--- config.mk ---
export PLATFORM = sky130hd
export DESIGN_NAME = read_byte_serializer
export DESIGN_NICKNAME = d
export VERILOG_FILES = /design/src/rtl/read_byte_serializer_pkg.sv /design/src/rtl/read_byte_serializer_word_fifo.sv /design/src/rtl/read_byte_serializer.sv
export SDC_FILE = /design/constraint.sdc
export NUM_CORES = 1
export LEC_CHECK = 0
export CELL_PAD_IN_SITES_DETAIL_PLACEMENT = 0
export CELL_PAD_IN_SITES_GLOBAL_PLACEMENT = 1
export CORE_MARGIN = 2
export CORE_UTILIZATION = 38
export CTS_CLUSTER_DIAMETER = 150
export DETAILED_ROUTE_END_ITERATION = 10
export GPL_ROUTABILITY_DRIVEN = 1
export PLACE_DENSITY_LB_ADDON = 0.1
export SYNTH_ARGS = -nofsm -noshare
export SYNTH_HDL_FRONTEND = slang
export SYNTH_HIERARCHICAL = 1
export SYNTH_SLANG_ARGS = --single-unit
--- constraint.sdc ---
create_clock -name CLK_48MHZ -period 5.1 [get_ports CLK_48MHZ]
set_input_delay 1.02 -clock CLK_48MHZ [delete_from_list [all_inputs] [get_ports CLK_48MHZ]]
set_output_delay 1.02 -clock CLK_48MHZ [all_outputs]
set_load 0.01 [all_outputs]
--- src/rtl/read_byte_serializer_pkg.sv ---
// Shared state encoding and sizing helpers for the read byte serializer.
package read_byte_serializer_pkg;

  localparam logic [1:0] ST_IDLE    = 2'd0;
  localparam logic [1:0] ST_FETCH   = 2'd1;
  localparam logic [1:0] ST_DISCARD = 2'd2;

  function automatic int clog2(input int value);
    int result;
    result = 0;
    for (int i = 0; i < 31; i++) begin
      if ((1 << i) < value) result = i + 1;
    end
    return result;
  endfunction

  function automatic int bytes_per_word(input int word_w);
    return word_w / 8;
  endfunction

endpackage

--- src/rtl/read_byte_serializer_word_fifo.sv ---
// Show-ahead word FIFO: head is the oldest stored word whenever empty is low.
module word_fifo
  import read_byte_serializer_pkg::*;
#(
  parameter int WORD_W = 16,
  parameter int DEPTH  = 4
) (
  input  logic                      clk,
  input  logic                      rst_n,
  input  logic                      push,
  input  logic                      pop,
  input  logic                      flush,
  input  logic [WORD_W-1:0]         wdata,
  output logic [WORD_W-1:0]         head,
  output logic [clog2(DEPTH+1)-1:0] count,
  output logic                      empty,
  output logic                      full
);
  localparam int AW = clog2(DEPTH);
  localparam int CW = clog2(DEPTH + 1);
  localparam logic [CW-1:0] FULL_C = CW'(DEPTH);

  logic [WORD_W-1:0] mem_q [DEPTH];
  logic [AW-1:0]     wr_ptr_q, wr_ptr_d;
  logic [AW-1:0]     rd_ptr_q, rd_ptr_d;
  logic [CW-1:0]     count_q, count_d;
  logic              do_push, do_pop;

  assign empty = (count_q == '0);
  assign full  = (count_q == FULL_C);
  assign count = count_q;
  assign head  = mem_q[rd_ptr_q];

  // Pointers wrap naturally because DEPTH is a power of two.
  always_comb begin
    do_push  = push && !full && !flush;
    do_pop   = pop && !empty && !flush;
    wr_ptr_d = wr_ptr_q + AW'(do_push);
    rd_ptr_d = rd_ptr_q + AW'(do_pop);
    count_d  = count_q + CW'(do_push) - CW'(do_pop);
    if (flush) begin
      wr_ptr_d = '0;
      rd_ptr_d = '0;
      count_d  = '0;
    end
  end

  always_ff @(posedge clk or negedge rst_n) begin
    if (!rst_n) begin
      wr_ptr_q <= '0;
      rd_ptr_q <= '0;
      count_q  <= '0;
    end else begin
      wr_ptr_q <= wr_ptr_d;
      rd_ptr_q <= rd_ptr_d;
      count_q  <= count_d;
    end
  end

  always_ff @(posedge clk) begin
    if (do_push) mem_q[wr_ptr_q] <= wdata;
  end

endmodule

--- src/rtl/read_byte_serializer.sv ---
// Prefetches memory words under a credit limit and serialises them into bytes.
module read_byte_serializer
  import read_byte_serializer_pkg::*;
#(
  parameter int WORD_W    = 16,
  parameter int DEPTH     = 4,
  parameter bit MSB_FIRST = 1'b1
) (
  input  logic                      CLK_48MHZ,
  input  logic                      RESET,
  input  logic                      ENABLE,
  input  logic                      FLUSH,
  input  logic                      NEXT_BYTE,
  output logic                      READ_CMD,
  input  logic                      DATA_VALID,
  input  logic [WORD_W-1:0]         DATA_READ,
  output logic [7:0]                BYTE_OUT,
  output logic                      BYTE_VALID,
  output logic [clog2(DEPTH+1)-1:0] LEVEL,
  output logic                      UNDERRUN,
  output logic                      SPURIOUS
);
  localparam int BPW = bytes_per_word(WORD_W);
  localparam int CW  = clog2(DEPTH + 1);
  localparam int IW  = clog2(BPW);
  localparam logic [CW:0]   DEPTH_C  = (CW + 1)'(DEPTH);
  localparam logic [IW-1:0] LAST_IDX = IW'(BPW - 1);

  logic [1:0]        state_q, state_d, run_state;
  logic [CW-1:0]     outst_q, outst_d;
  logic [IW-1:0]     idx_q, idx_d;
  logic              read_cmd_q, read_cmd_d;
  logic              underrun_q, underrun_d;
  logic              spurious_q, spurious_d;
  logic              dv_ok, push, pop;
  logic [CW-1:0]     level_next;
  logic [CW:0]       credits_next;
  logic [WORD_W-1:0] head;
  logic [CW-1:0]     fifo_count;
  logic              fifo_empty, fifo_full;
  logic [7:0]        lanes [BPW];

  word_fifo #(.WORD_W(WORD_W), .DEPTH(DEPTH)) u_fifo (
    .clk   (CLK_48MHZ),
    .rst_n (RESET),
    .push  (push),
    .pop   (pop),
    .flush (FLUSH),
    .wdata (DATA_READ),
    .head  (head),
    .count (fifo_count),
    .empty (fifo_empty),
    .full  (fifo_full)
  );

  // Lane gi is the byte emitted when idx equals gi.
  for (genvar gi = 0; gi < BPW; gi++) begin : g_lane
    assign lanes[gi] = MSB_FIRST ? head[WORD_W-1-8*gi -: 8] : head[8*gi +: 8];
  end

  always_comb begin
    dv_ok      = DATA_VALID && (outst_q != '0);
    push       = dv_ok && (state_q != ST_DISCARD) && !FLUSH && !fifo_full;
    pop        = 1'b0;
    idx_d      = idx_q;
    underrun_d = underrun_q;
    spurious_d = spurious_q || (DATA_VALID && (outst_q == '0));
    if (FLUSH) begin
      idx_d      = '0;
      underrun_d = 1'b0;
      spurious_d = 1'b0;
    end else if (NEXT_BYTE) begin
      if (!fifo_empty) begin
        if (idx_q == LAST_IDX) begin
          pop   = 1'b1;
          idx_d = '0;
        end else begin
          idx_d = idx_q + IW'(1);
        end
      end else begin
        underrun_d = 1'b1;
      end
    end
  end

  // Request decision uses next-cycle level and outstanding so credits never exceed DEPTH.
  always_comb begin
    run_state    = ENABLE ? ST_FETCH : ST_IDLE;
    outst_d      = outst_q + CW'(read_cmd_q) - CW'(dv_ok);
    level_next   = FLUSH ? '0 : (fifo_count + CW'(push) - CW'(pop));
    credits_next = {1'b0, level_next} + {1'b0, outst_d};
    state_d      = state_q;
    if (FLUSH) begin
      state_d = (outst_d != '0) ? ST_DISCARD : run_state;
    end else if (state_q == ST_DISCARD) begin
      if (outst_d == '0) state_d = run_state;
    end else begin
      state_d = run_state;
    end
    read_cmd_d = (state_d == ST_FETCH) && (credits_next < DEPTH_C) && !FLUSH;
  end

  always_ff @(posedge CLK_48MHZ or negedge RESET) begin
    if (!RESET) begin
      state_q    <= ST_IDLE;
      outst_q    <= '0;
      idx_q      <= '0;
      read_cmd_q <= 1'b0;
      underrun_q <= 1'b0;
      spurious_q <= 1'b0;
    end else begin
      state_q    <= state_d;
      outst_q    <= outst_d;
      idx_q      <= idx_d;
      read_cmd_q <= read_cmd_d;
      underrun_q <= underrun_d;
      spurious_q <= spurious_d;
    end
  end

  assign READ_CMD   = read_cmd_q;
  assign BYTE_VALID = !fifo_empty;
  assign BYTE_OUT   = fifo_empty ? 8'h00 : lanes[idx_q];
  assign LEVEL      = fifo_count;
  assign UNDERRUN   = underrun_q;
  assign SPURIOUS   = spurious_q;

endmodule

==> impl_metrics.json, run 1 <==
{
  "seq_area_frac_synth_pct": 67.7,
  "seq_area_sq_mm": 0.00232,
  "crit_path_start_kind": "input port",
  "fp.dieArea_sq_mm": 0.00981,
  "cts_max_path_buffers": 2,
  "grt_usage_pct": 13.9,
  "routed_wl_um": 6310,
  "syn_nets": 225,
  "synth_top_family_by_area": "multiplexers",
  "die_h_um": 99.0,
  "pre_cts_ws_ns": 0.816,
  "total_power_mw": 1.54,
  "hpwlAfterDp_um": 4040,
  "drc": 0,
  "min_path_type": "flip-flop to flip-flop",
  "nets": 270,
  "wl_met3_um": 235,
  "cts_setup_buffers": 0,
  "diodes": 0,
  "final_area_sq_mm": 0.00417,
  "synthXorXnorAreaFrac_pct": 2.62,
  "cts_resized": 0,
  "synth_area_leaders": "edfxtp_1 56%, dfrtp_1 12%, mux4_2 6.6%",
  "top_layer": "met4",
  "grt_overflow": 0,
  "final_layout_size_suffix_gt1_share_pct": 17.9,
  "critPathMaxFanout": 18,
  "worstMarginPinSlew_ns": 1.02,
  "holdBufCountCts": 0,
  "synth_top_area_share_pct": 56.0,
  "syn2layout_area_growth_pct": 21.4,
  "antenna_left": 0,
  "synth_fa_ha_area_share_pct": 5.40,
  "post_dp_cell_area_sq_mm": 0.00394,
  "ys_types": 32,
  "multi_input_area_sq_mm": 0.00103,
  "grt_max_degree": 19,
  "cpMostUsedCell": "ha_1",
  "p_per_area_mw_per_mm2": 371,
  "start_util_pct": 39.4,
  "critical_path_class": "input port to flip-flop",
  "dieWidth_um": 99.0,
  "num_vias": 1777,
  "io_pins": 37,
  "worstPathCellList": "clkdlybuf4s50_1 -> buf_4 -> or2_2 -> or3_1 -> ha_1 -> inv_1 -> ha_1 -> fa_1 -> xnor2_1 -> xnor2_1 -> nor2_1 -> ha_1 -> nor4_1 -> nand3_1 -> nor2_2",
  "cp_num_buf_inv": 3,
  "mappedNetlistArea_sq_mm": 0.00343,
  "synth_top_cell_by_area": "edfxtp_1",
  "fmax_mhz": 253,
  "relSlewSlack_pct": 32.2,
  "status": "completed",
  "core_sq_mm": 0.00872,
  "h-tree-depth": 3,
  "portBuffers": 36,
  "period_minus_slack_ns": 3.96,
  "numCtsBuffers": 9,
  "hold_viol_final": 0,
  "finalCritPeriodShare_pct": 77.6,
  "met1_length_um": 2590,
  "required_ns": 5.37,
  "root_buffer": "clkbuf_8",
  "drv_cap": 0,
  "final_common_cell": "edfxtp_1",
  "clk_pin_slew_worst_paths_ns": 0.08,
  "wl_met2_um": 3380,
  "max-vdd-ir-drop_mv": 0.204,
  "numClockSinks": 80,
  "crit_path_max_incr_delay_ns": 0.40,
  "yosysWarnings": 6,
  "cts_tree": "done",
  "synth_compound_area_share_pct": 0.948,
  "fin_skew_ns": 0.0116,
  "fill_cells": 735,
  "antenna_found_initial": 0,
  "grt_pass1_vias": 1922,
  "mostFrequentLayoutCells": "64 x edfxtp_1, 36 x clkdlybuf4s50_1, 17 x nor2_1",
  "rsz0062_at_grt": "no",
  "setup_slack_ns": 1.14,
  "clock_latency_ns": 0.34,
  "synthMuxAreaShare_pct": 13.5,
  "synthSimpleGateAreaFrac_pct": 7.00,
  "drtIter0Drc": 72,
  "rows": 34,
  "utilization_pct": 47.8,
  "crit_path_top_delay_cell": "clkdlybuf4s50_1",
  "drv_slew": 0,
  "setup-violations-final": 0,
  "fin_tns_setup_ns": 0,
  "firstDrtPassIters": 4,
  "grt_pass1_wl_um": 10100,
  "syn_inst": 190,
  "end_kind": "flip-flop",
  "globalplace.congestion": 0.704,
  "cp_data_arrival_time_ns": 4.23,
  "crit_family": "simple AND/OR/NAND/NOR gates",
  "viasPerCell": 5.11,
  "p_leak_nw": 1.47,
  "synth.avg_cell_area_sq_um": 18.1,
  "wl_per_cell_um": 18.1,
  "yosys_register_bits": 80
}
## worst register-to-register path, stage by stage (launching register included)
cell and delay (ns):
dfrtp_1 0.49, nor3b_2 0.60, or3_1 0.22, ha_1 0.13
inv_1 0.04, ha_1 0.18, fa_1 0.37, xnor2_1 0.18
xnor2_1 0.14, nor2_1 0.07, ha_1 0.27, nor4_1 0.22
nand3_1 0.12, nor2_2 0.10
## per-stage QoR
stage	cells	hold slack, ns
after global placement	332	0.484
after floorplan	190	0.526
after global routing	348	0.561
after CTS	348	0.519
after detailed placement	332	0.496
final	348	0.511
## cell usage after synthesis (all sizes together)
cell	count
mux2i	8
ha	10
and3b	1
inv	11
a21oi	2
nand2b	2
nor3b	2
clkbuf	3
edfxtp	64
or2	2
xnor3	2
nor3	4
buf	5
dfrtp	16
nor2	18
nor4b	2
nor4	2
nor2b	7
or3	1
nand3	2
mux4	16
nand2	1
xnor2	5
o32a	1
fa	3
## per-layer routing
layer	GRT usage [%]	vias up
met5	0	-
met2	25.1	33
met1	15.7	925
li1	-	811
met3	3.19	8
met4	5.69	0
## power by group
group          internal (mW)  total (mW)  leakage, nW  switching, mW
combinational          0.135       0.264        0.572          0.129
clock                  0.291       0.515        0.113          0.224
sequential             0.744       0.765        0.786         0.0213
## cell type report
| class | instances | area share, % |
|---|---|---|
| flip-flops and latches | 80 | 55.7 |
| multi-input cells | 91 | 24.8 |
| repair buffers | 42 | 9.73 |
| clock buffers | 10 | 3.30 |
| well taps | 108 | 3.24 |
| clock inverters | 6 | 2.16 |
| inverters | 11 | 0.991 |
## registers in the layout, summed over array words and instances, names as in the netlist
signal / cells
SPURIOUS: 1
UNDERRUN: 1
idx_q: 1
u_fifo/mem_q: 64
state_q: 2
outst_q: 3
u_fifo/count: 3
u_fifo/wr_ptr_q: 2
u_fifo/rd_ptr_q: 2
READ_CMD: 1
## kinds of logic (layout without fill, tap and decap cells)
group | after synthesis | count (layout)
AOI/OAI and AO/OA | 3 | 3
muxes | 24 | 24
DFF | 80 | 80
and+or+nand+nor | 44 | 44
xor gates and xnor gates | 7 | 7
adders and majority gates | 13 | 13
buffers and inverters | 19 | 69
## path summary, 6_finish.rpt
kind	from	endpoint	slack, ns	depth (start not counted)
hold / removal	UNDERRUN	UNDERRUN	0.51	2
setup reg to reg	u_fifo/count[1]	READ_CMD	1.90	13
hold reg to reg	UNDERRUN	UNDERRUN	0.51	2
max in group asynchronous	RESET	state_q[1]	3.54	1
setup / recovery	FLUSH	READ_CMD	1.14	15
min in group asynchronous	RESET	UNDERRUN	1.10	1
(Power assumes the default switching activity.)
==> inputs of run 2 (changes only) <==
==> constraint.sdc (replaced) <==
create_clock -name CLK_48MHZ -period 3.6 [get_ports CLK_48MHZ]
set_input_delay 0.72 -clock CLK_48MHZ [delete_from_list [all_inputs] [get_ports CLK_48MHZ]]
set_output_delay 0.72 -clock CLK_48MHZ [all_outputs]
set_load 0.01 [all_outputs]
==> run 2 against run 1 <==
Effect of this change: sequential share of layout area shrank 0.94 points; die area is the same; sequential power grew 41%; global-route usage grew 0.069 points; sequential cell count is the same; setup slack lost 1.0 ns.
==> impl_metrics.json, run 2 (synthesis results as in run 1) <==
{
  "status": "completed",
  "core_sq_mm": 0.00872,
  "antenna_left": 0,
  "reg2regPathDepth": 14,
  "firstDrtPassIters": 4,
  "period_minus_slack_ns": 3.48,
  "min_from": "UNDERRUN",
  "grt_overflow": 0,
  "worstPathCellList": "clkdlybuf4s50_1 -> or2_2 -> or3_1 -> ha_1 -> inv_1 -> ha_1 -> fa_2 -> xnor2_1 -> xnor2_1 -> nor2_1 -> ha_1 -> nor4_2 -> nand3_1 -> nor2_2",
  "regMostFlops": "u_fifo/mem_q",
  "mostFrequentLayoutCells": "64 x edfxtp_1, 36 x clkdlybuf4s50_1, 17 x nor2_1",
  "h-tree-depth": 3,
  "cp_num_buf_inv": 2,
  "grt_usage_pct": 13.9,
  "end_kind": "flip-flop",
  "grt_max_degree": 18,
  "globalplace.congestion": 0.731,
  "drtIter0Drc": 86,
  "crit_path_start_kind": "input port",
  "num_vias": 1818,
  "hpwlAfterDp_um": 4190,
  "fp.dieArea_sq_mm": 0.00981,
  "cts_setup_buffers": 0,
  "io_pins": 37,
  "min_path_type": "flip-flop to flip-flop",
  "die_h_um": 99.0,
  "final_common_cell": "edfxtp_1",
  "p_leak_nw": 1.51,
  "relSlewSlack_pct": 49.4,
  "hold_ws_ns": 0.526,
  "hold_viol_final": 0,
  "worstMarginPinSlew_ns": 0.756,
  "portBuffers": 36,
  "utilization_pct": 48.6,
  "crit_path_max_incr_delay_ns": 0.41,
  "cts_tree": "done",
  "clock_latency_ns": 0.33,
  "drv_cap": 0,
  "holdBufCountCts": 0,
  "reg2reg_to": "READ_CMD",
  "fmax_mhz": 288,
  "root_buffer": "clkbuf_8",
  "pre_cts_ws_ns": -0.318,
  "routed_wl_um": 6460,
  "r2r_slack_ns": 0.36,
  "whs_endpoint": "UNDERRUN",
  "finalCritPeriodShare_pct": 96.6,
  "numClockSinks": 80,
  "r2r-start": "u_fifo/count[1]",
  "largest_reg_flops": 64,
  "final_layout_size_suffix_gt1_share_pct": 20.2,
  "startpoint": "FLUSH",
  "grt_pass1_vias": 1982,
  "setup-violations-final": 0,
  "clk_pin_slew_worst_paths_ns": 0.08,
  "setup_slack_ns": 0.124,
  "fin_tns_setup_ns": 0,
  "cpMostUsedCell": "ha_1",
  "seq_area_sq_mm": 0.00232,
  "fin_skew_ns": 0.0104,
  "fill_cells": 745,
  "critPathMaxFanout": 2,
  "antenna_found_initial": 0,
  "viasPerCell": 5.12,
  "start_util_pct": 39.4,
  "rows": 34,
  "whs_path_depth": 2,
  "p_per_area_mw_per_mm2": 531,
  "drv_slew": 0,
  "multi_input_area_sq_mm": 0.00104,
  "crit_family": "simple AND/OR/NAND/NOR gates",
  "cts_resized": 0,
  "cp_data_arrival_time_ns": 3.73,
  "syn2layout_area_growth_pct": 23.5,
  "dieWidth_um": 99.0,
  "diodes": 0,
  "numCtsBuffers": 9,
  "max-vdd-ir-drop_mv": 0.251,
  "cts_max_path_buffers": 2,
  "drc": 0,
  "rsz0062_at_grt": "no",
  "crit_path_top_delay_cell": "clkdlybuf4s50_1",
  "grt_pass1_wl_um": 10100,
  "wl_per_cell_um": 18.2,
  "nets": 277,
  "required_ns": 3.86,
  "critical_path_class": "input port to flip-flop"
}
-- run 2: worst max path at each step --
| stage | depth (start not counted) | end | slack, ns |
|---|---|---|---|
| 3_5_place_dp | 14 | READ_CMD | -0.32 |
| 6_report | 14 | READ_CMD | 0.12 |
| 2_1_floorplan | 5 | u_fifo/mem_q[1][0] | -0.06 |
| 3_3_place_gp | 14 | READ_CMD | -0.14 |
| 4_1_cts | 14 | READ_CMD | 0.02 |
| 5_1_grt | 14 | READ_CMD | 0.002 |
-- run 2: through the flow --
stage | power, mW | cells | cell area (sq um)
after floorplan | 1.34 | 190 | 3430
after global placement | 1.47 | 339 | 3990
after detailed placement | 1.51 | 339 | 3990
after CTS | 2.28 | 355 | 4230
after global routing | 2.36 | 355 | 4240
final | 2.25 | 355 | 4240
-- run 2: layout make-up --
type,count,area share (%)
multi-input combinational,91,24.6
sequential,80,54.8
inverter,11,0.974
clock inverter,5,2.51
timing repair buffer,49,10.8
clock buffer,11,3.10
tap,108,3.19
-- run 2: report_power, final --
| group | total, mW | switching, mW | internal (mW) |
|---|---|---|---|
| registers | 1.08 | 0.0271 | 1.05 |
| logic | 0.405 | 0.202 | 0.204 |
| clock network | 0.765 | 0.302 | 0.463 |
| total | 2.25 | 0.532 | 1.72 |
-- run 2: metal layers --
layer,up-vias,global-route usage (%),share of wire [%]
met2,35,25.8,56
li1,826,-,-
met4,0,5.06,1.1
met5,-,0,0
met1,951,15.6,38
met3,6,3.19,3.9
-- run 2: worst register-to-register path, delay by kind of cell (launching register included) --
kind          cells  cell delay, ns
buf+inv           2            0.22
fa+ha+maj         4            1.12
simple gates      6            0.96
xor+xnor          2            0.33
flops             1            0.54
==> inputs of run 3 (changes only) <==
--- a/config.mk
+++ b/config.mk
@@ -7,12 +7,14 @@
 export LEC_CHECK = 0
 export CELL_PAD_IN_SITES_DETAIL_PLACEMENT = 0
 export CELL_PAD_IN_SITES_GLOBAL_PLACEMENT = 1
-export CORE_MARGIN = 2
+export CORE_MARGIN = 5
 export CORE_UTILIZATION = 38
 export CTS_CLUSTER_DIAMETER = 150
+export CTS_CLUSTER_SIZE = 24
 export DETAILED_ROUTE_END_ITERATION = 10
 export GPL_ROUTABILITY_DRIVEN = 1
 export PLACE_DENSITY_LB_ADDON = 0.1
+export REMOVE_ABC_BUFFERS = 1
 export SYNTH_ARGS = -nofsm -noshare
 export SYNTH_HDL_FRONTEND = slang
 export SYNTH_HIERARCHICAL = 1
==> run 3 against run 2 <==
Effect of this change: sequential power about the same; largest cell class unchanged; sequential cell count did not move; largest power group unchanged; global-route usage shrank 1.7 points; combinational power fell by 6.7%; first-iteration DRC count decreased by 40%; wire length shrank 2.3%; power shrank 1.3%; register-to-register slack improved by 0.05 ns; cell count is 0.85% higher; sequential share of layout area down 0.29 points; design area grew 0.53%; core utilization hardly changed.
==> impl_metrics.json, run 3 (synthesis results as in run 1) <==
{
  "grt_usage_pct": 12.3,
  "power.internal_mw": 1.71,
  "fin_skew_ns": 0.00650,
  "crit_path_max_incr_delay_ns": 0.42,
  "worstPathCellList": "clkdlybuf4s50_1 -> or2_2 -> or3_1 -> ha_1 -> inv_1 -> ha_1 -> fa_1 -> xnor2_1 -> xnor2_1 -> nor2_1 -> ha_1 -> nor4_1 -> nand3_1 -> nor2_2",
  "numCtsBuffers": 9,
  "clock_latency_ns": 0.34,
  "syn2layout_area_growth_pct": 24.1,
  "cts_tree": "done",
  "fill_cells": 744,
  "cts_resized": 0,
  "globalplace.congestion": 0.695,
  "nets": 280,
  "numClockSinks": 80,
  "p_leak_nw": 1.53,
  "final_area_sq_mm": 0.00426,
  "combPwrFrac_pct": 17.0,
  "cts_max_path_buffers": 2,
  "seqPwrFrac_pct": 48.6,
  "critical_path_class": "input port to flip-flop",
  "routed_wl_um": 6310,
  "cts_setup_buffers": 0,
  "pre_cts_ws_ns": -0.183,
  "clk_pin_slew_worst_paths_ns": 0.08,
  "wl_per_cell_um": 17.6,
  "start_util_pct": 39.2,
  "status": "completed",
  "fmax_mhz": 291,
  "p_clk_share_pct": 34.4,
  "portBuffers": 36,
  "reg2regPathDepth": 14,
  "post_dp_cell_area_sq_mm": 0.00403,
  "worstMarginPinSlew_ns": 0.757,
  "p_per_area_mw_per_mm2": 522,
  "setup_slack_ns": 0.166,
  "final_common_cell": "edfxtp_1",
  "crit_path_top_delay_cell": "clkdlybuf4s50_1",
  "drc": 0,
  "dieWidth_um": 105,
  "relSlewSlack_pct": 49.4,
  "finalCritPeriodShare_pct": 95.4,
  "core_sq_mm": 0.00876,
  "period_minus_slack_ns": 3.43,
  "mostFrequentLayoutCells": "64 x edfxtp_1, 36 x clkdlybuf4s50_1, 17 x nor2_1",
  "setup-violations-final": 0,
  "antenna_left": 0,
  "drtIter0Drc": 52,
  "hpwlAfterDp_um": 4330,
  "viasPerCell": 4.97,
  "io_pins": 37,
  "root_buffer": "clkbuf_8",
  "largest_reg_flops": 64,
  "grt_max_degree": 18,
  "antenna_found_initial": 0,
  "critPathMaxFanout": 2,
  "crit_path_start_kind": "input port",
  "rows": 34,
  "grt_overflow": 0,
  "final_layout_size_suffix_gt1_share_pct": 20.0,
  "cp_data_arrival_time_ns": 3.72,
  "min_path_type": "flip-flop to flip-flop",
  "grt_pass1_wl_um": 10400,
  "r2r_slack_ns": 0.41,
  "hold_viol_final": 0,
  "holdBufCountCts": 0,
  "grt_pass1_vias": 2006,
  "diodes": 0,
  "drv_cap": 0,
  "rsz0062_at_grt": "no",
  "die_h_um": 105,
  "num_vias": 1778,
  "firstDrtPassIters": 4,
  "required_ns": 3.88,
  "regMostFlops": "u_fifo/mem_q",
  "h-tree-depth": 3,
  "reg2reg_to": "READ_CMD",
  "r2r-start": "u_fifo/count[1]",
  "whs_path_depth": 2,
  "end_kind": "flip-flop",
  "max-vdd-ir-drop_mv": 0.276,
  "drv_slew": 0,
  "p_switching_mw": 0.518,
  "cpMostUsedCell": "ha_1",
  "min_from": "UNDERRUN",
  "fp.dieArea_sq_mm": 0.0110,
  "p_sw_share_pct": 23.3,
  "whs_endpoint": "UNDERRUN"
}
==> run 3: cell types whose count changed in the layout (fill, tap and decap cells not counted), sizes merged <==
cell and delta:
clkbuf -2, buf +3, clkinv +3, clkinvlp -1
==> run 3: worst max path at each step <==
| stage | cells after the start | start | slack (ns) | endpoint |
|---|---|---|---|---|
| after CTS | 14 | FLUSH | 0.17 | READ_CMD |
| after floorplan | 14 | u_fifo/count[1] | 0.1 | READ_CMD |
| after global placement | 14 | FLUSH | -0.16 | READ_CMD |
| after detailed placement | 14 | FLUSH | -0.18 | READ_CMD |
| after global routing | 14 | FLUSH | 0.03 | READ_CMD |
| final | 14 | FLUSH | 0.17 | READ_CMD |
==> run 3: metal layers <==
metal / track usage, % / share of wire, % / routed length (um) / up-vias
li1: - / - / - / 835
met2: 20.6 / 51 / 3240 / 27
met3: 3.33 / 3.7 / 233 / 7
met1: 14.8 / 44 / 2760 / 909
met4: 5.39 / 1.2 / 76 / 0
met5: 0 / 0 / 0 / -
==> run 3: area by class of cell <==
type / count / area [sq um] / area share, %
multi-input combinational: 91 / 1030 / 24.3
timing repair buffer: 52 / 493 / 11.6
sequential: 80 / 2320 / 54.5
clock buffer: 9 / 124 / 2.91
inverter: 11 / 41.3 / 0.969
clock inverter: 7 / 110 / 2.58
tap: 108 / 135 / 3.17
==> run 3: worst max-delay path: cells and delay by family <==
kind / cells / cell delay [ns]
xor gates and xnor gates: 2 / 0.32
and+or+nand+nor: 6 / 1.10
adders and majority gates: 4 / 1.12
buffers and inverters: 2 / 0.46
==> run 3: per-stage QoR <==
step / cells / utilization [%] / hold slack [ns] / total power [mW] / setup TNS (ns)
2_1_floorplan: 182 / - / 0.424 / 1.34 / 0
4_1_cts: 358 / 48.6 / 0.515 / 2.26 / 0
3_5_place_dp: 342 / 45.9 / 0.497 / 1.49 / -0.183
6_report: 358 / 48.6 / 0.503 / 2.22 / 0
5_1_grt: 358 / 48.6 / 0.551 / 2.33 / 0
3_3_place_gp: 342 / 45.9 / 0.494 / 1.47 / -0.164
==> run 3: power groups by stage <==
| stage | logic (mW) | registers, mW | clock network (mW) |
|---|---|---|---|
| 2_1_floorplan | 0.235 | 1.10 | 0 |
| 3_3_place_gp | 0.375 | 1.10 | 0 |
| 3_5_place_dp | 0.384 | 1.10 | 0 |
| 4_1_cts | 0.389 | 1.08 | 0.787 |
| 5_1_grt | 0.428 | 1.08 | 0.819 |
| 6_report | 0.378 | 1.08 | 0.766 |
